## src/rtl/five_switch_debouncer.sv

```systemverilog
// Five-channel switch conditioner: 2-flop synchroniser plus a per-channel
// stability counter feeding registered A..E levels, a change strobe and a busy flag.
module five_switch_debouncer #(
  parameter int DEBOUNCE_CYCLES = 1000000,
  parameter int CNT_W           = 20
) (
  input  logic       clk,
  input  logic       rst,
  input  logic [4:0] SW,
  output logic       A,
  output logic       B,
  output logic       C,
  output logic       D,
  output logic       E,
  output logic       CHG,
  output logic       BUSY
);

  localparam logic [CNT_W-1:0] LAST_COUNT = CNT_W'(DEBOUNCE_CYCLES - 1);

  logic [4:0]       sync_q1;
  logic [4:0]       sync_q2;
  logic [4:0]       out_q;
  logic [4:0]       out_d;
  logic             chg_q;
  logic [CNT_W-1:0] cnt_q [5];
  logic [CNT_W-1:0] cnt_d [5];

  // Filter: a channel follows its synchronised switch only after the switch
  // has disagreed with the output for DEBOUNCE_CYCLES consecutive edges.
  always_comb begin
    out_d = out_q;
    for (int i = 0; i < 5; i++) begin
      cnt_d[i] = cnt_q[i];
      if (sync_q2[i] == out_q[i]) begin
        cnt_d[i] = '0;
      end else if (cnt_q[i] == LAST_COUNT) begin
        out_d[i] = sync_q2[i];
        cnt_d[i] = '0;
      end else begin
        cnt_d[i] = cnt_q[i] + CNT_W'(1);
      end
    end
  end

  always_ff @(posedge clk) begin
    if (rst) begin
      sync_q1 <= '0;
      sync_q2 <= '0;
      out_q   <= '0;
      chg_q   <= 1'b0;
      for (int i = 0; i < 5; i++) cnt_q[i] <= '0;
    end else begin
      sync_q1 <= SW;
      sync_q2 <= sync_q1;
      out_q   <= out_d;
      chg_q   <= (out_d != out_q);
      for (int i = 0; i < 5; i++) cnt_q[i] <= cnt_d[i];
    end
  end

  // CHG is a valid-only strobe for the A..E vector: high for exactly the first
  // cycle a new vector is presented, with no ready; consumers sample it then.
  always_comb begin
    BUSY = 1'b0;
    for (int i = 0; i < 5; i++) begin
      if (cnt_q[i] != '0) BUSY = 1'b1;
    end
  end

  assign A   = out_q[4];
  assign B   = out_q[3];
  assign C   = out_q[2];
  assign D   = out_q[1];
  assign E   = out_q[0];
  assign CHG = chg_q;

endmodule

```

## config.mk

```make
export PLATFORM = sky130hd
export DESIGN_NAME = five_switch_debouncer
export DESIGN_NICKNAME = d
export VERILOG_FILES = /design/src/rtl/five_switch_debouncer.sv
export SDC_FILE = /design/constraint.sdc
export NUM_CORES = 1
export LEC_CHECK = 0
export BUFFER_PORTS_ARGS = -buffer_cell sky130_fd_sc_hd__buf_2
export CAP_MARGIN = 20
export CORE_MARGIN = 8
export CORE_UTILIZATION = 58
export DETAILED_ROUTE_END_ITERATION = 7
export HOLD_SLACK_MARGIN = 0.15
export PLACE_DENSITY_LB_ADDON = 0.08
export SLEW_MARGIN = 20
export SYNTH_ARGS = -nofsm -noshare
export SYNTH_HDL_FRONTEND = slang
export SYNTH_SLANG_ARGS = --single-unit
```

## constraint.sdc

```tcl
create_clock -name clk -period 2.4 [get_ports clk]
set_clock_uncertainty 0.05 [all_clocks]
set_input_delay 0.24 -clock clk [delete_from_list [all_inputs] [get_ports clk]]
set_output_delay 0.24 -clock clk [all_outputs]
set_load 0.01 [all_outputs]
```

Word level (Yosys, flattened, before mapping)
Memories as Yosys holds them, arrays and structs flattened.
Cells that the tools add are included.
{ "word_totals": {"register_bits": 16, "latchBits": 0, "ramBits": 100, "mem_bits_ro": 0, "output_inout_bits": 7, "mem_count": 1} }
{ "op_classes": {"n_addsub": 5, "mul": 0, "div_mod_pow": 0, "magnitude_cmp": 0, "eq_ne": 11, "shift": 0, "mux": 33, "n_bitwise": 5, "n_reduce_logical": 5} }
{ "memory_table": {"columns": ["name", "words", "word_bits", "read_ports", "rd_clocked_by_memory_dff", "write_ports", "line_no", "source"], "rows": [
  ["cnt_q", 5, 20, 5, 0, 5, "26", "logic [CNT_W-1:0] cnt_q [5];"]
]} }
{ "op_table": {"columns": ["operator", "count"], "rows": [
  ["two-way mux 20 bit", 15],
  ["adder 20 x 1 -> 20 bit, second input constant", 5],
  ["== test 20 bit, second input constant", 5],
  ["nonzero test 20 bit", 5],
  ["two-way mux 1 bit", 18],
  ["== test 1 bit", 5],
  ["inequality test 5 bit", 1],
  ["OR 1 bit", 5]
]} }

Longest topological paths before layout
Gate-level depths: netlist of the first run.
{ "logic_depth": {"word_depth": 6, "ltp_mapped": 6, "ltp_nobuf": 6} }

Least setup slack after synthesis of the first run
No wires, ideal clock.
{ "synth_timing": {"kind": "register to output", "startpoint": "memory cnt_q[3][0] (netlist: cnt_q[0][60])", "endpoint": "output port BUSY", "arrival_ns": 1.770, "required_ns": 2.110, "setup_slack_ns": 0.340, "path_stages_with_launch": 7, "path_cell_list": "dfxtp_1 > inv_1 > ha_1 > or4b_2 > or4_1 > nor4_1 > nand4_1"} }
{ "synth_lines": {"columns": ["element", "line_no", "source"], "rows": [
  ["from (decl)", "26", null],
  ["to (decl)", "16", "output logic BUSY"]
]} }

==> impl_metrics.csv, run 1 <==
group,metric,value,unit
grt,grt_first_pass_wirelength,20100,um
timing,rsz0062_at_grt,"yes",
placed_design,place_congestion,0.825,
worst_setup_path,path_max_fanout,3,
timing,hold_ws,0.373,ns
run,drv_cap,0,
floorplan,ioPinCount,14,
pwr,p_sw_share,22.0,%
pwr,p_leak,1.98,nW
timing,hold_violations,0,
timing,timing.final.crit_share,111,%
detailed_routing,wl_per_cell,14.7,um
synthesis,synthDistinctLibCells,40,
worst_setup_path,path_class,"flop to output port",
synthesis,syn-instance-count,629,
placed_design,dp_hpwl,7940,um
detailed_routing,num_vias,4505,
finish,area_delta_synth_final,17.4,%
worst_setup_path,cp-start-kind,"flop",
floorplan,core_area,0.00911,mm^2
grt,grt_overflow,0,
synthesis,ys_seq_area_share,43.4,%
clock_network,clkLatencyLatePin,0.50,ns
synthesis,synthArstFlopShare,0,%
pwr,total_power,4.43,mW
grt,grt_max_degree,22,
floorplan,rows,35,
timing,drv_slew,0,
min_path,hold_class,"flop to flop",
pwr,vdd_drop_max,0.000478,V
finish,final_cells,786,
detailed_routing,postRouteAntennaNets,0,
finish,fillers,723,
synthesis,synth-warning-count,0,
finish,fin_nets,680,
clock_network,ctsRootBufferMaster,"clkbuf_8",
timing,finalSetupViolCount,1,
synthesis,synth-seq-cells,116,
clock_network,clock-sinks,116,
worst_setup_path,ff2ff_setup_slack,0.25,ns
outcome,violations,"negative setup slack",
detailed_routing,wl,11600,um
detailed_routing,first_iter_violations,272,
synthesis,syn-num-nets,646,
timing,fin_tns_setup,-0.258,ns
finish,final_cell_mix,"112 x dfxtp_1, 81 x nor2_1, 40 x xnor2_1",
clock_network,cts.clk_slew.worst_paths,0.06,ns
floorplan,die_x,112,um
pwr,seqPwrFrac,43.9,%
grt,gr-usage-all-layers,19.5,%
synthesis,synthFlopType,"dfxtp_1",
synthesis,synth_edf_count,0,
finish,seq_area,0.00233,mm^2
detailed_routing,dr.pass1.iters,5,
floorplan,start_util,58.7,%
timing,worst_slew_pin_slew,0.517,ns
worst_setup_path,endpoint_kind,"output port",
timing,clock.fmax,376,MHz
detailed_routing,vias_per_cell,5.73,
finish,diodes,0,
pwr,switchingPower,972,uW
clock_network,htree_num_levels,4,
clock_network,clockBufferDepth,2,
placed_design,port_buffers,13,
timing,maxSlewHeadroom,65.2,%
clock_network,cts-buffers-inserted,17,
detailed_routing,drc,0,
finish,drive_above_1_share,11.3,%
pwr,clkPwrFrac,54.4,%
synthesis,syn_area,0.00535,mm^2
placed_design,place_inst,741,
finish,multiInputGateArea,0.00283,mm^2
synthesis,avgSynthCellArea,8.50,um^2
grt,antenna_found_initial,0,
worst_setup_path,arrival,2.37,ns
timing,post-route-min-period,2.66,ns
floorplan,dieArea,0.0125,mm^2
timing,layout_setup_ws,-0.258,ns
worst_setup_path,critPathRequiredTime,2.11,ns
grt,first_global_vias,4317,
outcome,status,"finished, violations left",
pwr,power.density,706,mW/mm^2
pwr,internal-power,3.46,mW
clock_network,cts_tree,"done",
pwr,combPwrFrac,1.7,%
finish,final_common_cell,"dfxtp_1",
floorplan,die_y,112,um
power by group through the flow:
stage	registers (mW)	clock network [mW]	logic, mW
6_report	1.94	2.41	0.0767
2_1_floorplan	1.98	0	0.0380
3_3_place_gp	1.98	0	0.0572
3_5_place_dp	1.99	0	0.0586
5_1_grt	1.94	2.54	0.0840
4_1_cts	1.94	2.44	0.0719
registers in the layout, indices dropped and copies added, names as in the netlist:
register / count
sync_q1: 5
cnt_q: 100
CHG: 1
out_q: 5
sync_q2: 5
per-stage QoR:
step / util, % / worst slack [ns] / instance area (um^2)
final: 68.9 / -0.258 / 6280
after global routing: 68.9 / -0.344 / 6280
after CTS: 68.7 / -0.414 / 6260
after detailed placement: 60.9 / 0.0749 / 5550
after global placement: 60.9 / 0.0992 / 5550
after floorplan: - / 0.340 / 5350
kinds of logic (layout without fill, tap and decap cells):
group                    Yosys count  count (layout)  synth area share [%]
AO/OA/AOI/OAI                     85              85                  9.41
XOR/XNOR                          61              61                  9.99
adder cells (fa/ha/maj)           10              10                  2.34
buffers and inverters             54             100                  4.05
flip-flops                       116             116                  43.4
multiplexers                       1               1                 0.187
AND/OR/NAND/NOR                  302             302                  30.6
worst max-delay path: stages, from the launching register on:
cell and delay (ns):
dfxtp_2 0.32, or4_4 0.54, or4_4 0.56, nor4_4 0.14, nand4_1 0.14, buf_2 0.17
synth_stat cells, types with 22 or more instances:
| cell type | n | share of area (%) |
|---|---|---|
| nand4_1 | 25 | 2.9 |
| or3_1 | 24 | 2.8 |
| nand3_1 | 33 | 3.1 |
| a21oi_1 | 38 | 3.6 |
| xnor2_1 | 40 | 6.6 |
| nor4_1 | 22 | 2.6 |
| or4_1 | 28 | 3.9 |
| nand2_1 | 36 | 2.5 |
| dfxtp_1 | 116 | 43 |
| o21ai_0 | 23 | 2.2 |
| nor2_1 | 81 | 5.7 |
| inv_1 | 31 | 2.2 |
path summary, 6_finish.rpt:
kind / startpoint / endpoint / depth (start not counted)
hold / removal: cnt_q[0][60] / cnt_q[0][60] / 1
setup / recovery: cnt_q[0][7] / BUSY / 5
hold reg to reg: cnt_q[0][60] / cnt_q[0][60] / 1
setup reg to reg: cnt_q[0][61] / cnt_q[0][76] / 5
area by class of cell:
type	instances	share of cell area, %
well taps	111	2.21
clock buffers	17	6.60
clock inverters	14	2.45
repair buffers	38	4.66
flip-flops and latches	116	37.1
inverters	31	1.85
multi-input cells	459	45.1
layer usage:
layer | vias to the layer above | routed length [um] | GRT usage [%]
met4 | 0 | 82 | 4.86
met5 | - | 0 | 0
met1 | 2117 | 5590 | 24.3
met2 | 63 | 5550 | 32.2
li1 | 2316 | - | -
met3 | 9 | 346 | 5.69
timing repair:
| action | CTS | global route |
|---|---|---|
| setup endpoints to repair | 1 | 1 |
| gates resized for setup | 6 | 3 |
| pin swaps | 4 | 1 |
| hold buffers | 11 | 0 |
| endpoints found under the hold margin | 13 | 0 |
| buffers inserted | 3 | 0 |
Power figures use the tool's default switching activity.
==> inputs of run 2 (changes only) <==
- CELL_PAD_IN_SITES_DETAIL_PLACEMENT: default -> 1
- CELL_PAD_IN_SITES_GLOBAL_PLACEMENT: default -> 1
- CORE_UTILIZATION: 58 -> 48
- RECOVER_POWER: default -> 50
==> run 2 against run 1 <==
Sequential cell count stayed put. Critical endpoint unchanged. Register-to-register slack got worse by 0.15 ns. The run still ends with negative setup slack left. Via count grew 5.0%. Sequential power about the same. Hold slack improved by 0.020 ns. Setup slack got worse by 0.017 ns. Critical path type unchanged. Non-clock buffer count grew 3. Largest power group unchanged. Utilization down 11 points. Maximum frequency down 0.65%. Wire length grew 24%.
==> impl_metrics.csv, run 2 (synthesized netlist as in run 1, its figures left out) <==
group,metric,value,unit
finish,area_delta_synth_final,17.6,%
finish,largest_register,"cnt_q",
worst_setup_path,critPathTopFamily,"simple AND/OR/NAND/NOR gates",
timing,finalSetupViolCount,1,
worst_setup_path,path_buf_inv,1,
grt,gr-usage-all-layers,20.2,%
detailed_routing,postRouteAntennaNets,0,
floorplan,dieArea,0.0148,mm^2
detailed_routing,first_iter_violations,231,
worst_setup_path,cp_common_cell,"or4_4",
floorplan,die_x,122,um
worst_setup_path,path_cells,"or4_4, or4_4, nor4_4, nand4_1, buf_2",
clock_network,cts-buffers-inserted,17,
outcome,status,"finished, violations left",
floorplan,rows,38,
detailed_routing,num_vias,4731,
placed_design,place_congestion,0.780,
grt,grt_overflow,0,
worst_setup_path,path_class,"flop to output port",
pwr,internal-power,3.48,mW
clock_network,clockBufferDepth,2,
finish,fillers,1272,
clock_network,htree_num_levels,4,
placed_design,port_buffers,13,
finish,largest_reg_flops,100,
clock_network,ctsRootBufferMaster,"clkbuf_8",
outcome,violations,"negative setup slack",
pwr,combPwrFrac,1.8,%
pwr,clkPwrFrac,53.6,%
detailed_routing,dr.pass1.iters,5,
detailed_routing,vias_per_cell,5.80,
timing,hold_violations,0,
grt,grt_first_pass_wirelength,24000,um
pwr,vdd_drop_max,0.000573,V
timing,hold_ws,0.394,ns
detailed_routing,drc,0,
pwr,switchingPower,875,uW
timing,rsz0062_at_grt,"yes",
timing,layout_setup_ws,-0.276,ns
worst_setup_path,path_max_fanout,2,
pwr,p_leak,1.95,nW
worst_setup_path,critPathRequiredTime,2.11,ns
timing,worst_slew_pin_slew,1.12,ns
worst_setup_path,cp-start-kind,"flop",
timing,clock.fmax,374,MHz
finish,fin_nets,683,
timing,drv_slew,0,
placed_design,dp_hpwl,9620,um
min_path,hold_class,"flop to flop",
finish,drive_above_1_share,9.76,%
worst_setup_path,slowest_delay,0.56,ns
timing,timing.final.crit_share,111,%
floorplan,core_area,0.0108,mm^2
detailed_routing,wl,14300,um
run,drv_cap,0,
clock_network,cts_tree,"done",
worst_setup_path,endpoint_kind,"output port",
timing,maxSlewHeadroom,25.3,%
grt,antenna_found_initial,0,
clock_network,clkLatencyLatePin,0.52,ns
floorplan,die_y,122,um
finish,diodes,0,
finish,final_cell_mix,"110 x dfxtp_1, 81 x nor2_1, 40 x xnor2_1",
grt,first_global_vias,4867,
placed_design,preCtsSetupSlack,0.0537,ns
pwr,p_sw_share,20.1,%
floorplan,start_util,49.3,%
detailed_routing,wl_per_cell,17.5,um
worst_setup_path,arrival,2.39,ns
floorplan,ioPinCount,14,
clock_network,cts.clk_slew.worst_paths,0.06,ns
worst_setup_path,cp_slowest_cell,"or4_4",
finish,final_common_cell,"dfxtp_1",
grt,grt_max_degree,22,
pwr,seqPwrFrac,44.6,%
pwr,power.density,692,mW/mm^2
clock_network,clock-sinks,116,
timing,post-route-min-period,2.68,ns
run 2: cell types whose count changed in the layout (fill, tap and decap cells not counted), moves of 2 or more:
cell | before | now
clkbuf_8 | 1 | 3
buf_2 | 13 | 6
clkinv_4 | 3 | 0
dfxtp_1 | 112 | 110
inv_6 | 4 | 0
clkinvlp_4 | 3 | 0
clkbuf_2 | 0 | 3
clkinv_2 | 2 | 4
buf_4 | 13 | 10
clkbuf_1 | 0 | 14
dfxtp_4 | 0 | 2
run 2: cell type report:
type / count / area, um^2 / area share (%)
clock buffer: 23 / 457 / 7.26
sequential: 116 / 2330 / 37.1
clock inverter: 6 / 80.1 / 1.27
multi-input combinational: 459 / 2840 / 45.1
timing repair buffer: 41 / 288 / 4.58
inverter: 31 / 116 / 1.85
tap: 140 / 175 / 2.79
run 2: what timing repair did:
action / CTS / global route
setup buffers: 5 / 0
hold buffers: 11 / 0
gates resized for setup: 11 / 4
hold endpoints to repair: 14 / 0
endpoints found under the setup margin: 1 / 2
pin swaps: 4 / 1
run 2: power by group through the flow:
stage	logic, mW	registers (mW)	clock network [mW]
6_report	0.0790	1.94	2.33
5_1_grt	0.0869	1.94	2.46
4_1_cts	0.0766	1.94	2.36
3_5_place_dp	0.0609	1.99	0
3_3_place_gp	0.0582	1.98	0
2_1_floorplan	0.0380	1.98	0
run 2: path summary, 6_finish.rpt:
kind | startpoint | cells past startpoint | endpoint | slack (ns)
min reg2reg | sync_q1[0] | 1 | sync_q2[0] | 0.39
max reg2reg | cnt_q[0][13] | 6 | cnt_q[0][5] | 0.10
min | sync_q1[0] | 1 | sync_q2[0] | 0.39
max | cnt_q[0][13] | 5 | BUSY | -0.28
run 2: per-stage QoR:
| step | setup TNS (ns) | total power, mW | utilization [%] | instance area, um^2 | std cells |
|---|---|---|---|---|---|
| 2_1_floorplan | 0 | 2.02 | - | 5350 | 629 |
| 4_1_cts | -0.412 | 4.38 | 58.1 | 6300 | 816 |
| 3_5_place_dp | 0 | 2.05 | 51.6 | 5590 | 771 |
| 3_3_place_gp | 0 | 2.04 | 51.6 | 5590 | 771 |
| 6_report | -0.276 | 4.35 | 58.0 | 6290 | 816 |
| 5_1_grt | -0.416 | 4.49 | 58.0 | 6290 | 816 |
run 2: routing by layer:
metal | up-vias | share of wire [%] | GRT usage [%] | wire, um
li1 | 2314 | - | - | -
met3 | 13 | 2.3 | 4.72 | 332
met4 | 0 | 1.1 | 6.01 | 152
met1 | 2359 | 46 | 24.5 | 6600
met5 | - | 0 | 0 | 0
met2 | 45 | 50 | 35.0 | 7210
run 2: worst reg2reg max path, stage by stage, from the launching register on:
cell	delay, ns
dfxtp_4	0.34
or4_4	0.56
buf_4	0.16
or4_1	0.64
o21ai_4	0.20
buf_12	0.17
nor2_1	0.06
